==> src/rtl/mc_controller_p.sv <==
// Multi-cycle CPU control FSM: decodes the IR and flags into datapath mux selects and
// write enables, with a memory-ready handshake and a sticky illegal-opcode trap.
module mc_controller_p #(
   parameter int IW            = 24,
   parameter int ALU_W         = 3,
   parameter int MEM_HANDSHAKE = 1
) (
   input  logic             clk,
   input  logic             reset,
   input  logic [IW-1:0]    IRout,
   input  logic [3:0]       flag,
   input  logic             mem_ready,
   output logic             PCWrite,
   output logic             IRWrite,
   output logic             MemWrite,
   output logic             RegWrite,
   output logic             AdrSrc,
   output logic             ALUSrcA,
   output logic [1:0]       ALUSrcB,
   output logic [1:0]       ResultSrc,
   output logic [2:0]       RegSrc,
   output logic [ALU_W-1:0] ALUControl,
   output logic             mem_req,
   output logic             illegal,
   output logic [3:0]       state_o
);

   typedef enum logic [3:0] {
      S_FETCH   = 4'd0,
      S_DECODE  = 4'd1,
      S_EXEC_R  = 4'd2,
      S_EXEC_I  = 4'd3,
      S_ALU_WB  = 4'd4,
      S_MEM_ADR = 4'd5,
      S_MEM_RD  = 4'd6,
      S_MEM_WB  = 4'd7,
      S_MEM_WR  = 4'd8,
      S_BR_LINK = 4'd9,
      S_BR_PC   = 4'd10,
      S_ILLEGAL = 4'd11
   } state_t;

   typedef struct packed {
      logic             pc_write;
      logic             mem_write;
      logic             reg_write;
      logic             adr_src;
      logic             alu_src_a;
      logic [1:0]       alu_src_b;
      logic [1:0]       result_src;
      logic [2:0]       reg_src;
      logic [ALU_W-1:0] alu_control;
      logic             mem_req;
      logic             illegal;
   } ctl_t;

   // Moore output table: outputs for a state given the latched decode fields.
   function automatic ctl_t ctl_of(input state_t s, input logic shift, input logic store,
                                   input logic [ALU_W-1:0] fn);
      ctl_t c;
      c = '0;
      case (s)
         S_FETCH: begin
            c.mem_req    = 1'b1;
            c.alu_src_a  = 1'b1;
            c.alu_src_b  = 2'b10;
            c.result_src = 2'b10;
         end
         S_DECODE: begin
            c.alu_src_a  = 1'b1;
            c.alu_src_b  = 2'b10;
            c.result_src = 2'b10;
         end
         S_EXEC_R: begin
            c.alu_src_b   = 2'b00;
            c.alu_control = fn;
         end
         S_EXEC_I: begin
            c.alu_src_b   = shift ? 2'b11 : 2'b01;
            c.alu_control = fn;
         end
         S_ALU_WB: begin
            c.reg_write  = 1'b1;
            c.result_src = 2'b00;
         end
         S_MEM_ADR: begin
            c.alu_control = '0;
            c.alu_src_b   = store ? 2'b01 : 2'b11;
            c.reg_src     = store ? 3'b010 : 3'b000;
         end
         S_MEM_RD: begin
            c.adr_src = 1'b1;
            c.mem_req = 1'b1;
         end
         S_MEM_WB: begin
            c.result_src = 2'b01;
            c.reg_write  = 1'b1;
         end
         S_MEM_WR: begin
            c.adr_src   = 1'b1;
            c.mem_req   = 1'b1;
            c.mem_write = 1'b1;
            c.reg_src   = 3'b010;
         end
         S_BR_LINK: begin
            c.reg_write  = 1'b1;
            c.result_src = 2'b10;
            c.reg_src    = 3'b111;
         end
         S_BR_PC: begin
            c.alu_src_a  = 1'b0;
            c.alu_src_b  = 2'b01;
            c.result_src = 2'b10;
            c.reg_src    = 3'b011;
            c.pc_write   = 1'b1;
         end
         S_ILLEGAL: c.illegal = 1'b1;
         default:   c = '0;
      endcase
      return c;
   endfunction

   logic             lnk_s;
   logic [1:0]       cls_s;
   logic [1:0]       sub_s;
   logic             imm_s;
   logic [ALU_W-1:0] func_s;
   logic             rdy_s;
   logic             eq_take_s;
   logic             unused_bits_s;

   assign lnk_s         = IRout[IW-1];
   assign cls_s         = IRout[IW-2 -: 2];
   assign sub_s         = IRout[IW-4 -: 2];
   assign imm_s         = IRout[IW-6];
   assign func_s        = IRout[IW-7 -: ALU_W];
   assign rdy_s         = (MEM_HANDSHAKE != 0) ? mem_ready : 1'b1;
   assign eq_take_s     = lnk_s ? ~flag[0] : flag[0];
   assign unused_bits_s = ^{IRout[IW-7-ALU_W:0], flag[2:1]};

   state_t           state_r, nxt_state_s;
   logic [ALU_W-1:0] func_r, nxt_func_s;
   logic             shift_r, nxt_shift_s;
   logic             store_r, nxt_store_s;
   ctl_t             ctl_r, ctl_s;

   // Next-state and decode-field latch selection; flags only matter in DECODE.
   always_comb begin
      nxt_state_s = state_r;
      nxt_func_s  = func_r;
      nxt_shift_s = shift_r;
      nxt_store_s = store_r;
      case (state_r)
         S_FETCH:  nxt_state_s = rdy_s ? S_DECODE : S_FETCH;
         S_DECODE: begin
            nxt_func_s  = func_s;
            nxt_shift_s = (cls_s == 2'b11);
            nxt_store_s = 1'b0;
            case (cls_s)
               2'b00: nxt_state_s = imm_s ? S_EXEC_I : S_EXEC_R;
               2'b11: nxt_state_s = S_EXEC_I;
               2'b01: begin
                  if (sub_s == 2'b01 && !imm_s) begin
                     nxt_state_s = S_MEM_ADR;
                  end else if (sub_s == 2'b10) begin
                     nxt_state_s = S_MEM_ADR;
                     nxt_store_s = 1'b1;
                  end else begin
                     nxt_state_s = S_ILLEGAL;
                  end
               end
               2'b10: begin
                  case (sub_s)
                     2'b00:   nxt_state_s = eq_take_s ? S_BR_PC : S_FETCH;
                     2'b01:   nxt_state_s = S_BR_PC;
                     2'b10:   nxt_state_s = flag[3] ? S_BR_PC : S_FETCH;
                     2'b11:   nxt_state_s = S_BR_LINK;
                     default: nxt_state_s = S_ILLEGAL;
                  endcase
               end
               default: nxt_state_s = S_ILLEGAL;
            endcase
         end
         S_EXEC_R:  nxt_state_s = S_ALU_WB;
         S_EXEC_I:  nxt_state_s = S_ALU_WB;
         S_ALU_WB:  nxt_state_s = S_FETCH;
         S_MEM_ADR: nxt_state_s = store_r ? S_MEM_WR : S_MEM_RD;
         S_MEM_RD:  nxt_state_s = rdy_s ? S_MEM_WB : S_MEM_RD;
         S_MEM_WB:  nxt_state_s = S_FETCH;
         S_MEM_WR:  nxt_state_s = rdy_s ? S_FETCH : S_MEM_WR;
         S_BR_LINK: nxt_state_s = S_BR_PC;
         S_BR_PC:   nxt_state_s = S_FETCH;
         S_ILLEGAL: nxt_state_s = S_ILLEGAL;
         default:   nxt_state_s = S_ILLEGAL;
      endcase
   end

   // State, latched decode fields and output register; outputs precomputed from next state.
   always_ff @(posedge clk) begin
      if (reset) begin
         state_r <= S_FETCH;
         func_r  <= '0;
         shift_r <= 1'b0;
         store_r <= 1'b0;
         ctl_r   <= ctl_of(S_FETCH, 1'b0, 1'b0, '0);
      end else begin
         state_r <= nxt_state_s;
         func_r  <= nxt_func_s;
         shift_r <= nxt_shift_s;
         store_r <= nxt_store_s;
         ctl_r   <= ctl_of(nxt_state_s, nxt_shift_s, nxt_store_s, nxt_func_s);
      end
   end

   // Reset forces every output low in the same cycle it is asserted.
   assign ctl_s      = reset ? '0 : ctl_r;
   assign PCWrite    = ~reset & (ctl_r.pc_write | ((state_r == S_FETCH) & rdy_s));
   assign IRWrite    = ~reset & (state_r == S_FETCH) & rdy_s;
   assign MemWrite   = ctl_s.mem_write;
   assign RegWrite   = ctl_s.reg_write;
   assign AdrSrc     = ctl_s.adr_src;
   assign ALUSrcA    = ctl_s.alu_src_a;
   assign ALUSrcB    = ctl_s.alu_src_b;
   assign ResultSrc  = ctl_s.result_src;
   assign RegSrc     = ctl_s.reg_src;
   assign ALUControl = ctl_s.alu_control;
   assign mem_req    = ctl_s.mem_req;
   assign illegal    = ctl_s.illegal;
   assign state_o    = reset ? 4'd0 : state_r;

endmodule

==> config.mk <==
export PLATFORM = sky130hd
export DESIGN_NAME = mc_controller_p
export DESIGN_NICKNAME = d
export VERILOG_FILES = /design/src/rtl/mc_controller_p.sv
export SDC_FILE = /design/constraint.sdc
export NUM_CORES = 1
export LEC_CHECK = 0
export CELL_PAD_IN_SITES_DETAIL_PLACEMENT = 1
export CELL_PAD_IN_SITES_GLOBAL_PLACEMENT = 1
export CORE_MARGIN = 10
export CORE_UTILIZATION = 33
export CTS_CLUSTER_SIZE = 14
export DETAILED_ROUTE_END_ITERATION = 8
export PLACE_DENSITY = 0.93
export SLEW_MARGIN = 20
export SYNTH_ARGS = -nofsm -noshare
export SYNTH_HDL_FRONTEND = slang
export SYNTH_SLANG_ARGS = --single-unit
==> constraint.sdc <==
create_clock -name clk -period 4.5 [get_ports clk]
set_clock_uncertainty 0.05 [all_clocks]
set_input_delay 0.9 -clock clk [delete_from_list [all_inputs] [get_ports clk]]
set_output_delay 0.9 -clock clk [all_outputs]
set_load 0.1 [all_outputs]
==> results of run 1 <==
-- cell families after synthesis --
logic type	after synthesis	share of synthesized area [%]
AOI/OAI and AO/OA	30	17.92
DFF	25	37.52
xor gates and xnor gates	2	1.877
and+or+nand+nor	81	36.12
buffers and inverters	15	5.817
muxes	1	0.7505
-- metal layers --
layer | up-vias | wire [µm] | global-route usage, %
li1 | 597 | - | -
met1 | 571 | 1395 | 10.75
met2 | 29 | 1688 | 17.00
met3 | 7 | 187 | 2.051
met4 | 0 | 80 | 4.566
met5 | - | 0 | 0
-- worst max-delay path: cells and delay by family --
| family | cells | cell delay, ns |
|---|---|---|
| buffers and inverters | 2 | 1.22 |
| AND/OR/NAND/NOR | 1 | 0.31 |
-- per-stage QoR --
stage	utilization, %	instance area [µm²]	std cells
2_1_floorplan	-	1334	154
3_3_place_gp	41.80	1648	231
6_report	42.94	1693	235
3_5_place_dp	41.80	1648	231
5_1_grt	42.94	1693	235
4_1_cts	42.94	1693	235
-- cells in the mapped netlist, drive strengths merged (2+ instances only) --
library cell   n
and2b          6
nand3          3
inv            5
nor2b         20
a31oi          3
nand2          9
and3           3
o211ai         2
nand3b         2
nand2b         2
nor3b          2
nor3           3
nor2          15
buf            5
and4b          2
and2           5
or4b           2
dfxtp         25
o21ai          6
clkbuf         5
or2            2
a21oi          7
-- registers in the layout, indices dropped and copies added (netlist names) --
| name | flops |
|---|---|
| func_r | 3 |
| store_r | 1 |
| state_r | 4 |
| ctl_r | 17 |
-- power by group through the flow --
stage	sequential [mW]	combinational, mW	clock, mW
after floorplan	0.246	0.164	0
after global placement	0.253	0.198	0
after detailed placement	0.254	0.202	0
after CTS	0.249	0.203	0.129
after global routing	0.251	0.218	0.142
final	0.249	0.202	0.129
-- worst min-delay path by stage --
stage | to | cells after the start | slack [ns]
floorplan | func_r[0] | 2 | 0.38
global placement | func_r[0] | 2 | 0.39
detailed placement | func_r[1] | 2 | 0.40
CTS | func_r[1] | 2 | 0.41
global route | func_r[0] | 2 | 0.46
finish | func_r[1] | 2 | 0.42
-- cells in the final DEF, fill, tap and decap left out, types with 5 or more instances in the layout --
master           Yosys  final
o21ai_0              5      5
inv_1                5      5
clkdlybuf4s50_1      0     13
dfxtp_1             25     25
a21oi_1              7      7
nor2b_1             20     20
buf_4                1     24
and2_1               5      5
nor2_1              15     15
nand2_1              9      9
-- cell type report --
class,count,area (µm²),area share (%)
Multi-Input combinational cell,114,755.7,44.64
Tap cell,50,62.56,3.695
Inverter,5,18.77,1.109
Timing Repair Buffer,37,310.3,18.33
Sequential cell,25,500.5,29.56
Clock buffer,4,45.04,2.661
==> run_results.csv, run 1 <==
group,metric,value,unit
outcome,status,"finished, final reports clean",
grt,antenna_found_initial,0,
drt,wl,3353,µm
floorplan,die_w,83.58,µm
sta,setup_viol,0,
critical_path,worstPathRequired,3.55,ns
pwr,total_power,579.8,µW
finish,fillerInstances,464,
critical_path,cp-startpoint,"reset",
clocking,ctsRootBufferMaster,"clkbuf_8",
pwr,power.share.combinational,34.9,%
floorplan,core.rowCount,23,
sta,clock.fmax,295.1,MHz
min_path,hp-start,"func_r[1]",
sta,post-route-period-util,75.30,%
clocking,post_cts.repair.setup_buffers,0,
clocking,cts_num_sinks,25,
clocking,cts_buffers,3,
drt,first_iter_violations,103,
drt,drc_errors,0,
clocking,worstSkewPairLatency,0.26,ns
synthesis,synth-seq-cells,25,
pwr,intPower,362.4,µW
pwr,p_sw,217.4,µW
clocking,tritoncts,"built",
floorplan,die_area,0.006985,mm²
critical_path,rr_endpoint,"ctl_r[10]",
sta,layout_min_cycle_time,3.389,ns
synthesis,syn_nets,185,
critical_path,r2r_slack,2.03,ns
synthesis,ys_warn_count,0,
place,dp_hpwl,2593,µm
critical_path,path_cells,"clkdlybuf4s50_1 -> nor2b_1 -> buf_4",
grt,grt_max_degree,30,
critical_path,cpMaxStageDelayCell,"clkdlybuf4s50_1",
place,port_buffers,35,
sta,hold_viol,0,
grt,grt_first_pass_wirelength,5878,µm
critical_path,cp.arrival,2.44,ns
sta,max_slew_margin,36.67,%
min_path,min_path_type,"reg2reg",
floorplan,core_area,0.003943,mm²
grt,overflow,0,
pwr,switching_share,37.50,%
pwr,p_per_area,342.5,mW/mm²
pwr,vdd_drop_max,0.0001033,V
drt,vias_per_cell,5.123,
clocking,h-tree-depth,1,
drt,wl_per_cell,14.27,µm
critical_path,slowest_delay,0.90,ns
sta,fin_ws,1.111,ns
finish,n_antenna_cell,0,
sta,worstMarginPinSlew,0.9470,ns
critical_path,path_class,"in2out",
critical_path,crit_path_end_kind,"primary output",
drt,first_pass_iters,4,
place,place_ws,0.9745,ns
clocking,cts_resized,0,
drt,ant_nets,0,
grt,globalRouteTotalUtil,9.675,%
synthesis,synth_top_flop_cell,"dfxtp_1",
pwr,p_seq_share,42.9,%
finish,syn2layout_area_growth,26.92,%
synthesis,ys_top_cells_by_area,"dfxtp_1, nor2b_1, nor2_1",
finish,final_nets,217,
synthesis,syn_area,0.001334,mm²
synthesis,synth_async_sr_flop_share,0,%
critical_path,r2r_start,"state_r[0]",
place,gp_congestion,0.8052,
grt,grt_pass1_vias,1240,
run,cap_violations,0,
sta,setup_tns,0,ns
floorplan,ioPinCount,53,
synthesis,syn_inst,154,
finish,drive_gt1_share,21.08,%
synthesis,yosys.area.top_type,"dfxtp_1",
critical_path,critPathLaunchType,"input pin",
sta,slew_violations,0,
critical_path,cp_max_fo,29,
pwr,power_leakage,0.6865,nW
sta,rsz0062_at_grt,"no",
clocking,cts_buffer_depth,2,
floorplan,fp.dieH,83.58,µm
critical_path,crit_end,"ALUSrcB[0]",
synthesis,ys_seq_area_share,37.52,%
critical_path,reg2regPathDepth,5,
synthesis,synth-edff-count,0,
synthesis,synth_cell_types,47,
drt,route.vias.total,1204,
synthesis,avgSynthCellArea,8.661,µm²
clocking,cts_hold_buf,0,
pwr,p_clk_share,22.2,%
synthesis,synthDominantCellAreaShare,37.52,%
sta,hold_slack,0.4199,ns
clocking,clk_pin_slew_worst_paths,0.08,ns
floorplan,initial_core_util,33.83,%
Note: power is estimated with default switching activity, not from simulation.
==> inputs of run 2 (changes only) <==
--- a/config.mk
+++ b/config.mk
@@ -8,10 +8,10 @@
 export CELL_PAD_IN_SITES_DETAIL_PLACEMENT = 1
 export CELL_PAD_IN_SITES_GLOBAL_PLACEMENT = 1
 export CORE_MARGIN = 10
-export CORE_UTILIZATION = 33
+export CORE_UTILIZATION = 28
 export CTS_CLUSTER_SIZE = 14
 export DETAILED_ROUTE_END_ITERATION = 8
-export PLACE_DENSITY = 0.93
+export PLACE_DENSITY = 0.85
 export SLEW_MARGIN = 20
 export SYNTH_ARGS = -nofsm -noshare
 export SYNTH_HDL_FRONTEND = slang
==> constraint.sdc (replaced) <==
create_clock -name clk -period 2.8 [get_ports clk]
set_clock_uncertainty 0.05 [all_clocks]
set_input_delay 0.56 -clock clk [delete_from_list [all_inputs] [get_ports clk]]
set_output_delay 0.56 -clock clk [all_outputs]
set_load 0.1 [all_outputs]
==> run 2 against run 1 <==
  * Critical path depth increased by 4
  * Combinational power is 95% higher
  * Wire length increased by 4.7%
  * Flip-flop and latch count unchanged
  * Clock power increased by 71%
==> run_results.csv, run 2 (same netlist as run 1, synthesis figures left out) <==
group,metric,value,unit
floorplan,core_area,0.004661,mm²
sta,setup_viol,0,
sta,worstMarginPinSlew,0.5548,ns
drt,drc_errors,0,
clocking,cts_num_sinks,25,
min_path,min_path_type,"reg2reg",
clocking,worstSkewPairLatency,0.27,ns
drt,ant_nets,0,
grt,antenna_found_initial,0,
floorplan,die_area,0.007925,mm²
clocking,cts_resized,0,
grt,globalRouteTotalUtil,8.958,%
critical_path,crit_family,"simple AND/OR/NAND/NOR gates",
drt,first_pass_iters,7,
critical_path,path_class,"in2reg",
finish,drive_gt1_share,24.08,%
sta,hold_viol,0,
floorplan,initial_core_util,28.62,%
clocking,h-tree-depth,1,
place,port_buffers,35,
sta,rsz0062_at_grt,"no",
pwr,vdd_drop_max,0.0001958,V
pwr,switching_share,37.15,%
critical_path,cp_max_fo,7,
floorplan,ioPinCount,53,
finish,final_nets,223,
pwr,p_clk_share,21.8,%
finish,final_cell_mix,"dfxtp_1, buf_12, nor2b_1, nor2_1, clkdlybuf4s50_1",
grt,grt_max_degree,36,
drt,wl_per_cell,14.32,µm
critical_path,worstPathRequired,2.90,ns
finish,syn2layout_area_growth,52.53,%
clocking,tritoncts,"built",
clocking,ctsRootBufferMaster,"clkbuf_8",
critical_path,cp.arrival,2.73,ns
pwr,power_leakage,0.7858,nW
finish,stdcell_count,245,
clocking,post_cts.repair.setup_buffers,0,
critical_path,crit_buf_inv,1,
clocking,clk_pin_slew_worst_paths,0.09,ns
clocking,cts_buffer_depth,2,
clocking,cts_buffers,3,
drt,first_iter_violations,49,
outcome,status,"finished, final reports clean",
floorplan,die_w,89.02,µm
sta,slew_violations,0,
pwr,p_per_area,494.9,mW/mm²
place,place_ws,-0.09896,ns
drt,route.vias.total,1199,
critical_path,cpMaxStageDelayCell,"clkdlybuf4s50_1",
grt,overflow,0,
sta,layout_min_cycle_time,2.628,ns
grt,grt_first_pass_wirelength,5761,µm
finish,top_register,"ctl_r",
pwr,intPower,632.8,µW
sta,fin_ws,0.1718,ns
grt,grt_pass1_vias,1258,
floorplan,core.rowCount,25,
clocking,cts_hold_buf,0,
finish,layout_commonest_cell,"dfxtp_1",
finish,fillerInstances,521,
drt,vias_per_cell,4.894,
sta,max_slew_margin,62.85,%
place,dp_hpwl,2802,µm
floorplan,fp.dieH,89.02,µm
sta,post-route-period-util,93.86,%
critical_path,crit_path_end_kind,"flop",
critical_path,critPathLaunchType,"input pin",
finish,largest_registers,"ctl_r x17, state_r x4, func_r x3",
run,cap_violations,0,
pwr,p_seq_share,39.1,%
finish,largest_register_ffs,17,
sta,clock.fmax,380.5,MHz
pwr,p_sw,374.1,µW
critical_path,path_cells,"clkdlybuf4s50_1 -> nor3b_1 -> nor2_1 -> a2111oi_4 -> and2b_1 -> a21oi_1 -> o21ai_0",
pwr,power.share.combinational,39.1,%
place,gp_congestion,0.8274,
place,placed_cells,241,
drt,wl,3509,µm
finish,n_antenna_cell,0,
critical_path,slowest_delay,0.57,ns
[run 2: path summary, 6_finish.rpt]
kind                   start         to  slack, ns  depth (start not counted)
hold reg to reg    func_r[1]  func_r[1]       0.42                          2
setup / recovery   IRout[19]  ctl_r[11]       0.17                          7
hold / removal     func_r[1]  func_r[1]       0.42                          2
setup reg to reg  state_r[1]  ctl_r[11]       0.47                          6
[run 2: layer usage]
| layer | vias to the layer above | wire (µm) | global-route usage (%) |
|---|---|---|---|
| met3 | 3 | 123 | 0.9116 |
| met2 | 25 | 1859 | 16.95 |
| met5 | - | 0 | 0 |
| met1 | 567 | 1498 | 9.795 |
| met4 | 0 | 27 | 3.902 |
| li1 | 604 | - | - |
[run 2: area by class of cell]
| class | instances | area, µm² | area share [%] |
|---|---|---|---|
| clock inverters | 1 | 7.507 | 0.3690 |
| well taps | 54 | 67.56 | 3.321 |
| flip-flops and latches | 25 | 500.5 | 24.60 |
| multi-input cells | 114 | 755.7 | 37.15 |
| clock buffers | 3 | 41.29 | 2.030 |
| repair buffers | 43 | 643.1 | 31.61 |
| inverters | 5 | 18.77 | 0.9225 |
[run 2: worst min-delay path: cells and delay by family, from the launching register on]
| kind | cells | cell delay, ns |
|---|---|---|
| compound gates | 1 | 0.06 |
| flops | 1 | 0.31 |
| simple gates | 1 | 0.05 |
[run 2: power groups by stage]
stage	Combinational (mW)	Clock [mW]	Sequential (mW)
global route	0.420	0.234	0.397
CTS	0.398	0.223	0.394
finish	0.393	0.220	0.394
detailed placement	0.397	0	0.402
global placement	0.387	0	0.400
floorplan	0.264	0	0.396
[run 2: metrics by stage]
step	TNS [ns]	hold slack (ns)	util (%)	total power, mW	cell area (µm²)
floorplan	-1.030	0.3802	-	0.6596	1334
global placement	0	0.3997	42.60	0.7876	1986
detailed placement	-0.2434	0.4078	42.60	0.7984	1986
CTS	0	0.4221	43.65	1.015	2034
global route	0	0.4548	43.65	1.050	2034
finish	0	0.4168	43.65	1.007	2034
==> inputs of run 3 (changes only) <==
--- a/config.mk
+++ b/config.mk
@@ -5,10 +5,11 @@
 export SDC_FILE = /design/constraint.sdc
 export NUM_CORES = 1
 export LEC_CHECK = 0
+export ABC_AREA = 1
 export CELL_PAD_IN_SITES_DETAIL_PLACEMENT = 1
 export CELL_PAD_IN_SITES_GLOBAL_PLACEMENT = 1
 export CORE_MARGIN = 10
-export CORE_UTILIZATION = 28
+export CORE_UTILIZATION = 26
 export CTS_CLUSTER_SIZE = 14
 export DETAILED_ROUTE_END_ITERATION = 8
 export PLACE_DENSITY = 0.85
==> run 3 against run 2 <==
  * Via count increased by 5.3%
  * Count of clock-buffer cells in the layout is the same
  * First-iteration DRC count grew 31%
  * Power is 3.5% higher
  * Register-to-register slack improved by 0.64 ns
  * Sequential share of layout area is 0.32 points higher
  * Worst setup slack gained 0.23 ns
  * Fmax rose by 9.4%
  * Clock power down 2%
  * Flip-flop and latch count unchanged
  * Non-clock buffer count shrank 7
  * Critical endpoint is now PCWrite
  * Largest cell class unchanged
  * Largest power group is now combinational logic
==> run_results.csv, run 3 <==
group,metric,value,unit
floorplan,core_area,0.004786,mm²
clocking,tritoncts,"built",
clocking,cts_num_sinks,25,
pwr,p_per_area,519.1,mW/mm²
sta,fin_ws,0.3984,ns
sta,setup_viol,0,
grt,antenna_found_initial,0,
critical_path,reg2regPathDepth,11,
drt,drc_errors,0,
grt,grt_pass1_vias,1316,
sta,rsz0062_at_grt,"no",
clocking,cts_buffers,3,
synthesis,synth-edff-count,0,
grt,grt_first_pass_wirelength,5968,µm
synthesis,synth_commonest_cells,"nor2_1, nand2_1, inv_1, dfxtp_1, nand3_1",
finish,layout_commonest_cell,"nor2_1",
critical_path,cp_max_fo,35,
clocking,clk_pin_slew_worst_paths,0.08,ns
drt,wl,3370,µm
critical_path,path_class,"in2out",
grt,globalRouteTotalUtil,8.386,%
place,place_ws,0.3896,ns
place,dp_hpwl,2850,µm
drt,first_iter_violations,64,
grt,grt_max_degree,36,
clocking,cts_hold_buf,0,
place,placed_cells,296,
sta,worstMarginPinSlew,0.3146,ns
floorplan,die_area,0.008216,mm²
synthesis,ys_warn_count,0,
pwr,p_clk_share,20.6,%
finish,n_antenna_cell,0,
clocking,cts_buffer_depth,2,
min_path,min_path_type,"reg2reg",
pwr,vdd_drop_max,0.0002553,V
pwr,power_leakage,0.9101,nW
finish,fillerInstances,601,
synthesis,syn_area,0.001297,mm²
synthesis,ys_seq_area_share,38.57,%
critical_path,r2r_slack,1.11,ns
outcome,status,"finished, final reports clean",
synthesis,synth_top_flop_cell,"dfxtp_1",
floorplan,die_w,90.64,µm
floorplan,ioPinCount,53,
finish,top_register,"ctl_r",
synthesis,syn_nets,228,
grt,overflow,0,
drt,wl_per_cell,11.23,µm
finish,final_nets,265,
critical_path,r2r_start,"state_r[1]",
pwr,intPower,628.2,µW
pwr,power.share.combinational,41.4,%
synthesis,synth_async_sr_flop_share,0,%
critical_path,cp.arrival,1.79,ns
clocking,cts_resized,0,
min_path,hp-start,"func_r[1]",
pwr,p_sw,414.1,µW
critical_path,rr_endpoint,"ctl_r[10]",
clocking,post_cts.repair.setup_buffers,0,
sta,layout_min_cycle_time,2.402,ns
synthesis,yosysMostFrequentCell,"nor2_1",
finish,stdcell_count,300,
finish,largest_register_ffs,17,
place,gp_congestion,0.8032,
min_path,whs_endpoint,"func_r[1]",
finish,final_cell_mix,"nor2_1, nand2_1, inv_1, dfxtp_1, buf_12",
critical_path,worstPathRequired,2.19,ns
floorplan,initial_core_util,27.11,%
critical_path,critPathLaunchType,"input pin",
clocking,h-tree-depth,1,
clocking,worstSkewPairLatency,0.27,ns
pwr,p_seq_share,38.0,%
run,cap_violations,0,
sta,setup_tns,0,ns
sta,slew_violations,0,
drt,ant_nets,0,
floorplan,core.rowCount,25,
sta,clock.fmax,416.4,MHz
drt,route.vias.total,1262,
pwr,switching_share,39.73,%
sta,post-route-period-util,85.77,%
synthesis,syn_inst,197,
drt,vias_per_cell,4.207,
synthesis,yosys.area.top_type,"dfxtp_1",
synthesis,ys_top_cells_by_area,"dfxtp_1, nor2_1, nand2_1",
synthesis,avgSynthCellArea,6.586,µm²
sta,max_slew_margin,78.95,%
synthesis,synth-seq-cells,25,
synthesis,synth_cell_types,23,
synthesis,synthDominantCellAreaShare,38.57,%
clocking,ctsRootBufferMaster,"clkbuf_8",
sta,hold_viol,0,
min_path,hold_path_depth,2,
critical_path,crit_path_end_kind,"primary output",
floorplan,fp.dieH,90.64,µm
finish,largest_registers,"ctl_r x17, state_r x4, func_r x3",
finish,syn2layout_area_growth,54.77,%
finish,stdcell_area,0.002008,mm²
finish,final_util,41.96,%
finish,drive_gt1_share,24.46,%
place,detailed_place.area,0.001959,mm²
place,port_buffers,35,
drt,first_pass_iters,4,
## run 3: critical path, cell delays in order
cell	delay, ns
clkdlybuf4s50_1	0.45
buf_12	0.19
inv_1	0.15
nand2_1	0.07
o21ai_1	0.14
buf_12	0.21
## run 3: cell type report
type                            count  area, µm²  share of cell area (%)
Multi-Input combinational cell    127      628.1                   31.28
Inverter                           41      156.4                   7.788
Sequential cell                    25      500.5                   24.92
Clock inverter                      1      7.507                  0.3738
Clock buffer                        3      41.29                   2.056
Timing Repair Buffer               36      590.6                   29.41
Tap cell                           67      83.83                   4.174
## run 3: worst max-delay path by stage
stage / from / to / slack (ns) / cells past startpoint
after floorplan: reset / ALUControl[0] / -0.05 / 3
after global placement: reset / PCWrite / 0.45 / 6
after detailed placement: reset / PCWrite / 0.39 / 6
after CTS: reset / PCWrite / 0.39 / 6
after global routing: reset / PCWrite / 0.34 / 6
final: reset / PCWrite / 0.40 / 6
## run 3: stage by stage
| step | total power, mW | hold slack (ns) |
|---|---|---|
| finish | 1.042 | 0.4461 |
| global route | 1.109 | 0.4855 |
| CTS | 1.060 | 0.4564 |
| detailed placement | 0.8410 | 0.4363 |
| global placement | 0.8293 | 0.4266 |
| floorplan | 0.6937 | 0.4106 |
## run 3: power by group through the flow
stage	clock, mW	combinational [mW]	sequential, mW
finish	0.215	0.432	0.396
global route	0.244	0.464	0.401
CTS	0.226	0.437	0.396
detailed placement	0	0.436	0.405
global placement	0	0.426	0.403
floorplan	0	0.293	0.401
## run 3: cell families after synthesis
kind of cell,share of synthesized area [%]
simple gates,41.47
flops,38.57
buf+inv,13.21
mux,2.314
compound gates,4.436
## run 3: per-layer routing
layer	wire length, µm	track usage [%]
met1	1525	9.229
met2	1589	14.84
met5	0	0
met3	228	3.076
met4	27	1.989
